===== src/rtl/key_sequence_tx_if.sv =====
// key_sequence_tx_if -- control and serial-output bundle for key_sequence_tx.
//
// Ports (as signals of the interface):
//   start     : request one key transmission
//   abort     : cancel the transmission in progress
//   key_load  : write key_in into the key register
//   key_in    : new key value (KEY_LEN bits)
//   tx_bit    : serial key bit, MSB first
//   tx_valid  : tx_bit carries a key bit this cycle
//   busy      : transmission or guard gap in progress
//   done      : one-cycle pulse on normal completion
//   aborted   : one-cycle pulse on cancelled transmission
//   err       : one-cycle pulse when a start is rejected
// Modports: master drives the requests, slave is the transmitter.
interface key_sequence_tx_if #(
  parameter int KEY_LEN = 11
);
  logic               start;
  logic               abort;
  logic               key_load;
  logic [KEY_LEN-1:0] key_in;
  logic               tx_bit;
  logic               tx_valid;
  logic               busy;
  logic               done;
  logic               aborted;
  logic               err;

  modport master (
    output start, abort, key_load, key_in,
    input  tx_bit, tx_valid, busy, done, aborted, err
  );

  modport slave (
    input  start, abort, key_load, key_in,
    output tx_bit, tx_valid, busy, done, aborted, err
  );
endinterface


===== src/rtl/key_sequence_tx.sv =====
// key_sequence_tx -- serial key transmitter.
//
// Sends the stored KEY_LEN-bit key MSB first, one bit per cycle, followed by
// GAP_CYCLES guard cycles and a one-cycle completion state. A key holding two
// adjacent 1 bits is rejected at start with a one-cycle err pulse. The key
// register can only be rewritten while idle.
//
// Ports:
//   clk : clock, rising edge
//   rst : asynchronous, active-high reset
//   bus : key_sequence_tx_if.slave (start/abort/key_load/key_in in,
//         tx_bit/tx_valid/busy/done/aborted/err out)
module key_sequence_tx #(
  parameter int                 KEY_LEN    = 11,
  parameter logic [KEY_LEN-1:0] KEY_INIT   = 11'b00010010100,
  parameter int                 GAP_CYCLES = 4
) (
  input  logic              clk,
  input  logic              rst,
  key_sequence_tx_if.slave  bus
);

  localparam int                 CNT_W    = $clog2(KEY_LEN);
  localparam logic [CNT_W-1:0]   CNT_LAST = CNT_W'(KEY_LEN - 1);
  localparam logic [3:0]         GAP_LOAD = 4'(GAP_CYCLES);

  typedef enum logic [1:0] {
    IDLE = 2'd0,
    SEND = 2'd1,
    GAP  = 2'd2,
    FIN  = 2'd3
  } state_t;

  state_t             state;
  state_t             state_nxt;
  logic [KEY_LEN-1:0] key_reg;
  logic [KEY_LEN-1:0] shreg;
  logic [CNT_W-1:0]   bit_cnt;
  logic [3:0]         gap_cnt;
  logic               err_r;
  logic               aborted_r;

  logic               key_ok;
  logic               load_key;
  logic               enter_send;
  logic               enter_gap;
  logic               err_nxt;
  logic               abort_nxt;

  // A key is usable only if no two neighbouring bits are both 1.
  function automatic logic key_valid(input logic [KEY_LEN-1:0] k);
    return (k & (k >> 1)) == '0;
  endfunction

  assign key_ok = key_valid(key_reg);

  always_ff @(posedge clk or posedge rst) begin
    if (rst) state <= IDLE;
    else     state <= state_nxt;
  end

  always_comb begin
    state_nxt  = state;
    load_key   = 1'b0;
    enter_send = 1'b0;
    enter_gap  = 1'b0;
    err_nxt    = 1'b0;
    abort_nxt  = 1'b0;
    case (state)
      IDLE: begin
        // key_load wins over start; abort has no meaning here.
        if (bus.key_load) begin
          load_key = 1'b1;
        end else if (bus.start) begin
          if (key_ok) begin
            state_nxt  = SEND;
            enter_send = 1'b1;
          end else begin
            err_nxt = 1'b1;
          end
        end
      end
      SEND: begin
        if (bus.abort) begin
          state_nxt = IDLE;
          abort_nxt = 1'b1;
        end else if (bit_cnt == '0) begin
          state_nxt = GAP;
          enter_gap = 1'b1;
        end
      end
      GAP: begin
        if (bus.abort) begin
          state_nxt = IDLE;
          abort_nxt = 1'b1;
        end else if (gap_cnt <= 4'd1) begin
          state_nxt = FIN;
        end
      end
      FIN:     state_nxt = IDLE;
      default: state_nxt = IDLE;
    endcase
  end

  always_ff @(posedge clk or posedge rst) begin
    if (rst) begin
      key_reg   <= KEY_INIT;
      shreg     <= '0;
      bit_cnt   <= '0;
      gap_cnt   <= '0;
      err_r     <= 1'b0;
      aborted_r <= 1'b0;
    end else begin
      // Status pulses are registered so they appear for exactly the cycle
      // after the decision, while the FSM is already back in IDLE.
      err_r     <= err_nxt;
      aborted_r <= abort_nxt;

      if (load_key) key_reg <= bus.key_in;

      if (enter_send) begin
        shreg   <= key_reg;
        bit_cnt <= CNT_LAST;
      end else if (state == SEND) begin
        shreg <= shreg << 1;
        // Counter saturates at zero; it is only reloaded on entry to SEND.
        if (bit_cnt != '0) bit_cnt <= bit_cnt - CNT_W'(1);
      end

      if (enter_gap) begin
        gap_cnt <= GAP_LOAD;
      end else if (state == GAP && gap_cnt != 4'd0) begin
        gap_cnt <= gap_cnt - 4'd1;
      end
    end
  end

  assign bus.tx_valid = (state == SEND);
  assign bus.tx_bit   = (state == SEND) & shreg[KEY_LEN-1];
  assign bus.busy     = (state == SEND) || (state == GAP);
  assign bus.done     = (state == FIN);
  assign bus.aborted  = aborted_r;
  assign bus.err      = err_r;

endmodule


===== src/flat_wrapper.sv =====
// flat-port wrapper written by rule: the top's interface ports become plain ports
module key_sequence_tx_flat 
#(
  parameter int                 KEY_LEN    = 11,
  parameter logic [KEY_LEN-1:0] KEY_INIT   = 11'b00010010100,
  parameter int                 GAP_CYCLES = 4
)
  (clk, rst, bus_start, bus_abort, bus_key_load, bus_key_in, bus_tx_bit, bus_tx_valid, bus_busy, bus_done, bus_aborted, bus_err);
  key_sequence_tx_if #(.KEY_LEN(KEY_LEN)) bus_i ();
  input  logic clk;
  input  logic rst;
  input wire logic [$bits(bus_i.start)-1:0] bus_start;
  input wire logic [$bits(bus_i.abort)-1:0] bus_abort;
  input wire logic [$bits(bus_i.key_load)-1:0] bus_key_load;
  input wire logic [$bits(bus_i.key_in)-1:0] bus_key_in;
  output wire logic [$bits(bus_i.tx_bit)-1:0] bus_tx_bit;
  output wire logic [$bits(bus_i.tx_valid)-1:0] bus_tx_valid;
  output wire logic [$bits(bus_i.busy)-1:0] bus_busy;
  output wire logic [$bits(bus_i.done)-1:0] bus_done;
  output wire logic [$bits(bus_i.aborted)-1:0] bus_aborted;
  output wire logic [$bits(bus_i.err)-1:0] bus_err;
  assign bus_i.start = bus_start;
  assign bus_i.abort = bus_abort;
  assign bus_i.key_load = bus_key_load;
  assign bus_i.key_in = bus_key_in;
  assign bus_tx_bit = bus_i.tx_bit;
  assign bus_tx_valid = bus_i.tx_valid;
  assign bus_busy = bus_i.busy;
  assign bus_done = bus_i.done;
  assign bus_aborted = bus_i.aborted;
  assign bus_err = bus_i.err;
  key_sequence_tx #(.KEY_LEN(KEY_LEN), .KEY_INIT(KEY_INIT), .GAP_CYCLES(GAP_CYCLES)) u_core (.clk(clk), .rst(rst), .bus(bus_i));
endmodule

===== config.mk =====
export PLATFORM = sky130hd
export DESIGN_NAME = key_sequence_tx_flat
export DESIGN_NICKNAME = d
export VERILOG_FILES = /design/src/rtl/key_sequence_tx_if.sv /design/src/rtl/key_sequence_tx.sv /design/src/flat_wrapper.sv
export SDC_FILE = /design/constraint.sdc
export NUM_CORES = 1
export LEC_CHECK = 0
export CAP_MARGIN = 20
export CORE_MARGIN = 2
export CORE_UTILIZATION = 51
export CTS_BUF_LIST = sky130_fd_sc_hd__clkbuf_4 sky130_fd_sc_hd__clkbuf_8
export CTS_CLUSTER_SIZE = 14
export DETAILED_ROUTE_END_ITERATION = 10
export GPL_TIMING_DRIVEN = 0
export PLACE_DENSITY = 0.78
export SLEW_MARGIN = 10
export SYNTH_ARGS = -nofsm -noshare
export SYNTH_HDL_FRONTEND = slang
export SYNTH_SLANG_ARGS = --single-unit

===== constraint.sdc =====
create_clock -name clk -period 1.6 [get_ports clk]
set_input_delay 0.48 -clock clk [delete_from_list [all_inputs] [get_ports clk]]
set_output_delay 0.48 -clock clk [all_outputs]
set_load 0.05 [all_outputs]

Yosys cells after proc, flatten, opt, wreduce, memory -nomap -nowiden
Index checks and enable logic that the tools add are counted.
{"block": "totals", "out_inout_bits": 6, "in_bits": 16, "wordCells": 63, "ff_bits": 34}
{"block": "op_classes", "reduce_logical": 13, "bitwise_logic": 2, "eq_ne": 8, "n_lt_le_gt_ge": 1, "mux": 30, "n_addsub": 2}
{"operator": "$mux 11", "n": 2}
{"operator": "$mux 4", "n": 5}
{"operator": "$mux 1", "n": 15}
{"operator": "$mux 2", "n": 7}
{"operator": "$and 11x10->11", "n": 1}
{"operator": "$logic_not 11->1", "n": 1}
{"operator": "$pmux 2 s4", "n": 1}
{"operator": "$reduce_bool 4->1", "n": 2}
{"operator": "$sub 4x1->4 const B", "n": 2}
{"operator": "$ne 3x2->1 const B", "n": 2}
{"operator": "$reduce_bool 2->1", "n": 3}
{"operator": "$reduce_and 5->1", "n": 1}
{"operator": "$eq 2x2->1 const B", "n": 2}
{"operator": "$le 4x1->1 const B", "n": 1}
{"operator": "$logic_not 4->1", "n": 1}
{"operator": "$ne 2x2->1 const B", "n": 2}
{"operator": "$eq 2x1->1 const B", "n": 1}
{"operator": "$logic_not 2->1", "n": 1}
{"operator": "$ne 2x1->1 const B", "n": 1}
{"operator": "$reduce_and 2->1", "n": 1}
{"operator": "$reduce_or 2->1", "n": 1}
{"operator": "$and 1x1->1", "n": 1}
{"operator": "$logic_and 1x1->1", "n": 1}
{"operator": "$logic_or 1x1->1", "n": 1}

Logic depth before layout (Yosys ltp)
{"block": "logic_depth", "word_depth": 8, "depth_mapped": 7, "mapped_depth_nobuf": 7}

Worst setup path after synthesis
No wires, ideal clock.
{"block": "synth_timing", "path_kind": "register -> output", "start": "register u_core.state[1]", "end": "output bus_tx_bit", "path_stages_with_launch": 6, "required_ns": 1.120, "arrival_time_ns": 1.933, "n_path_buf": 2, "setup_slack_ns": -0.813, "cell_sequence": "dfrtp_1 inv_1 ha_1 buf_2 buf_2 and2_1"}
{"block": "synth_via", "elab_chain_cells": 2}
{"item": "from (decl)", "line_no": "key_sequence_tx.sv:34", "text": "state_t state;"}
{"item": "from (signal assigned)", "line_no": "key_sequence_tx.sv:59", "text": "else state <= state_nxt;"}
{"item": "$eq 2x1->1"}
{"item": "via bus_tx_valid", "line_no": "flat_wrapper.sv:17", "text": "output wire logic [$bits(bus_i.tx_valid)-1:0] bus_tx_valid;"}
{"item": "$and 1x1->1", "line_no": "key_sequence_tx.sv:139", "text": "assign bus.tx_bit = (state == SEND) & shreg[KEY_LEN-1];"}
{"item": "to (decl)", "line_no": "flat_wrapper.sv:16", "text": "output wire logic [$bits(bus_i.tx_bit)-1:0] bus_tx_bit;"}
The timed path passes the listed nets, and every way through them passes these cells.

Worst setup path after layout
{"block": "layout_timing", "start": "register u_core.state[0]", "end": "output bus_tx_bit"}
{"block": "layout_via", "elab_chain_cells": 2}
{"item": "$eq 2x1->1", "line_no": "key_sequence_tx.sv:139"}
{"item": "$and 1x1->1", "line_no": "key_sequence_tx.sv:139"}
Every way passes these cells.

==> impl_metrics.toml <==
[floorplanning]
std_cell_rows = 20
io_pins = 22
die_area_um2 = 3780
start_util = 0.5431
coreArea_um2 = 3103
die_h_um = 61.49
die_w_um = 61.49

[global_routing]
antenna_found_initial = 0
grt_pass1_wl_mm = 6.327
grt_max_degree = 20
grt_pass1_vias = 1389
overflow = 0
grt_util_all_layers = 0.2382

[cts]
numCtsBuffers = 5
cts.sink_count = 34
htreeDepth = 2
ctsHoldBuffers = 0
clock_latency_ps = 350
cts.clk_slew.worst_paths_ps = 110
cts_tree = "yes"
root_buffer = "clkbuf_4"
cts_buffer_depth = 2

[placed_design]
place_inst = 217
place_congestion = 0.8090
placed_area_um2 = 1997
dp_hpwl_mm = 2.545
io_buffers = 21

[drt]
drt_iter0_drc = 69
drcViolationCount = 0
vias = 1413
vias_per_cell = 5.721
routed_wl_mm = 4.612
wl_per_cell_um = 18.67
dr.pass1.iters = 4
ant_nets = 0

[sta]
rsz0062_at_grt = "yes"
finalHoldWorstSlack_ps = 551.9
max_slew_margin = 0.4656
drv_slew = 0
worst_slack_ps = -331.4
finalHoldViolations = 0
setup_violations = 22
fmax_ghz = 0.5178
timing.final.crit_period_ps = 1931
tightest_slew_ps = 800.8
period_share = 1.207
finClkSkew_ps = 2.848

[critical_path]
cp-start-kind = "flip-flop"
crit_type = "reg2out"
reg2reg_from = "u_core.key_reg[8]"
r2r_slack_ps = -140
r2r.worst_path.cells = 5
required_ps = 1120
cp_max_fo = 2
crit_start = "u_core.state[0]"
end_kind = "output port"
cp_data_arrival_time_ps = 1450
endpoint = "bus_tx_bit"
regToRegEndpoint = "u_core.state[1]"

[synth]
synth_cell_types = 31
syn-cell-area_um2 = 1685
synthArstFlopShare = 1.000
synth-edff-count = 0
synth-seq-cells = 34
ys_warn_count = 0
ys.flop_type = "dfrtp_1"
netlist_top_cells_area = "dfrtp_1 (46%), mux2_2 (7.3%), mux2i_1 (7.1%)"
synth.largest_area_cell = "dfrtp_1"
syn_nets = 176
syn_inst = 151
yosysSeqAreaShare = 0.5071
synth_top_area_frac = 0.4603
syn_area_per_cell_um2 = 11.16

[power_and_ir_drop]
p_leak_nw = 1.105
ir_drop_uv = 1342
finalPower_w = 0.004786
powerDensity_nw_per_um2 = 1956

[finish]
utilization = 0.7887
fillers = 185
num_antenna_cells = 0
finalNetCount = 227
syn_to_final_growth_pct = 45.21
drive_gt1_frac = 0.3892
stdcell_count = 247
design_area_um2 = 2447

[run_status]
status = "finished with violations"
violations = "setup timing"

[run]
drv_cap = 0

[worst_hold_path]
hp-class = "reg2reg"
-- how the worst min path moves through the flow --
stage / start / end / slack (ps) / cells after the start
final: u_core.key_reg[7] / u_core.shreg[7] / 550 / 2
after global placement: u_core.bit_cnt[1] / u_core.bit_cnt[1] / 470 / 1
after floorplan: u_core.key_reg[5] / u_core.shreg[5] / 460 / 2
after CTS: u_core.bit_cnt[1] / u_core.bit_cnt[1] / 500 / 1
after detailed placement: u_core.bit_cnt[1] / u_core.bit_cnt[1] / 480 / 1
after global routing: u_core.bit_cnt[1] / u_core.bit_cnt[1] / 560 / 1
-- what timing repair did --
item | in CTS | in global routing
hold endpoints to repair | 0 | 0
cloned | 2 | 0
pin swaps | 2 | 8
setup endpoints to repair | 32 | 35
setup buffers | 9 | 12
resized for setup | 54 | 27
-- cell families after synthesis --
| logic type | after synthesis | share of synthesized area |
|---|---|---|
| AND/OR/NAND/NOR | 38 | 0.1143 |
| adder cells (fa/ha/maj) | 9 | 0.06682 |
| XOR/XNOR | 3 | 0.01559 |
| AO/OA/AOI/OAI | 29 | 0.1091 |
| flip-flops | 34 | 0.5071 |
| multiplexers | 23 | 0.1448 |
| buffers and inverters | 15 | 0.04232 |
-- final cells by class --
| class | instances | area, um^2 | area share |
|---|---|---|---|
| multi-input combinational | 102 | 895.9 | 0.3661 |
| tap | 44 | 55.05 | 0.02249 |
| timing repair buffer | 44 | 444.2 | 0.1815 |
| clock buffer | 7 | 58.81 | 0.02403 |
| sequential | 34 | 854.6 | 0.3492 |
| clock inverter | 1 | 30.03 | 0.01227 |
| buffer | 5 | 68.82 | 0.02812 |
| inverter | 10 | 40.04 | 0.01636 |
-- power breakdown --
group	switching [W]	total (W)	internal, W
combinational	0.00125	0.00249	0.00124
clock	0.000313	0.000703	0.000390
sequential	0.000357	0.00160	0.00124
total	0.00192	0.00479	0.00287
-- cells in the mapped netlist (2+ instances only) --
master	instances
o21ai_0	17
a21boi_0	2
nor4_1	2
mux2_2	11
dfstp_2	3
xnor2_1	3
a211o_1	2
mux2i_1	12
nand2_1	15
a21oi_1	3
dfrtp_1	31
and2_1	2
ha_1	9
buf_2	3
nor2_1	10
inv_1	10
or3_1	2
-- stage by stage --
step / setup TNS, ps / setup WS, ps
final: -2361 / -331.4
after global routing: -3553 / -376.6
after CTS: -2026 / -330.0
after detailed placement: -10500 / -753.4
after global placement: -19900 / -720.8
after floorplan: -109.9 / -109.9
-- cell usage in the layout (no fill, tap or decap), types with 2 or more instances in the layout --
cell type,instances
buf_4,17
nand2_1,14
a211o_1,2
a21oi_1,3
ha_1,4
clkbuf_4,6
dfstp_2,3
o21ai_1,2
nor4_4,2
inv_1,6
inv_2,3
ha_4,5
buf_12,2
buf_8,7
or3_1,2
o21ai_2,4
nor2_1,10
o21ai_0,12
mux2_2,11
mux2i_1,12
clkdlybuf4s50_1,15
dfrtp_1,31
xnor2_1,3
clkdlybuf4s15_2,2
buf_6,6
-- per-layer routing --
metal / up-vias / routed length, um / track usage
li1: 622 / - / -
met1: 708 / 1838 / 0.2944
met2: 74 / 2380 / 0.3789
met3: 9 / 320 / 0.09034
met4: 0 / 72 / 0.09119
met5: - / 0 / 0
-- worst max-delay path, cell delays in order, from the launching register on --
cell and delay (ps):
dfrtp_1 430, ha_4 180, buf_8 120, buf_12 110, and2_4 130, buf_8 140
Power figures use the tool's default switching activity.
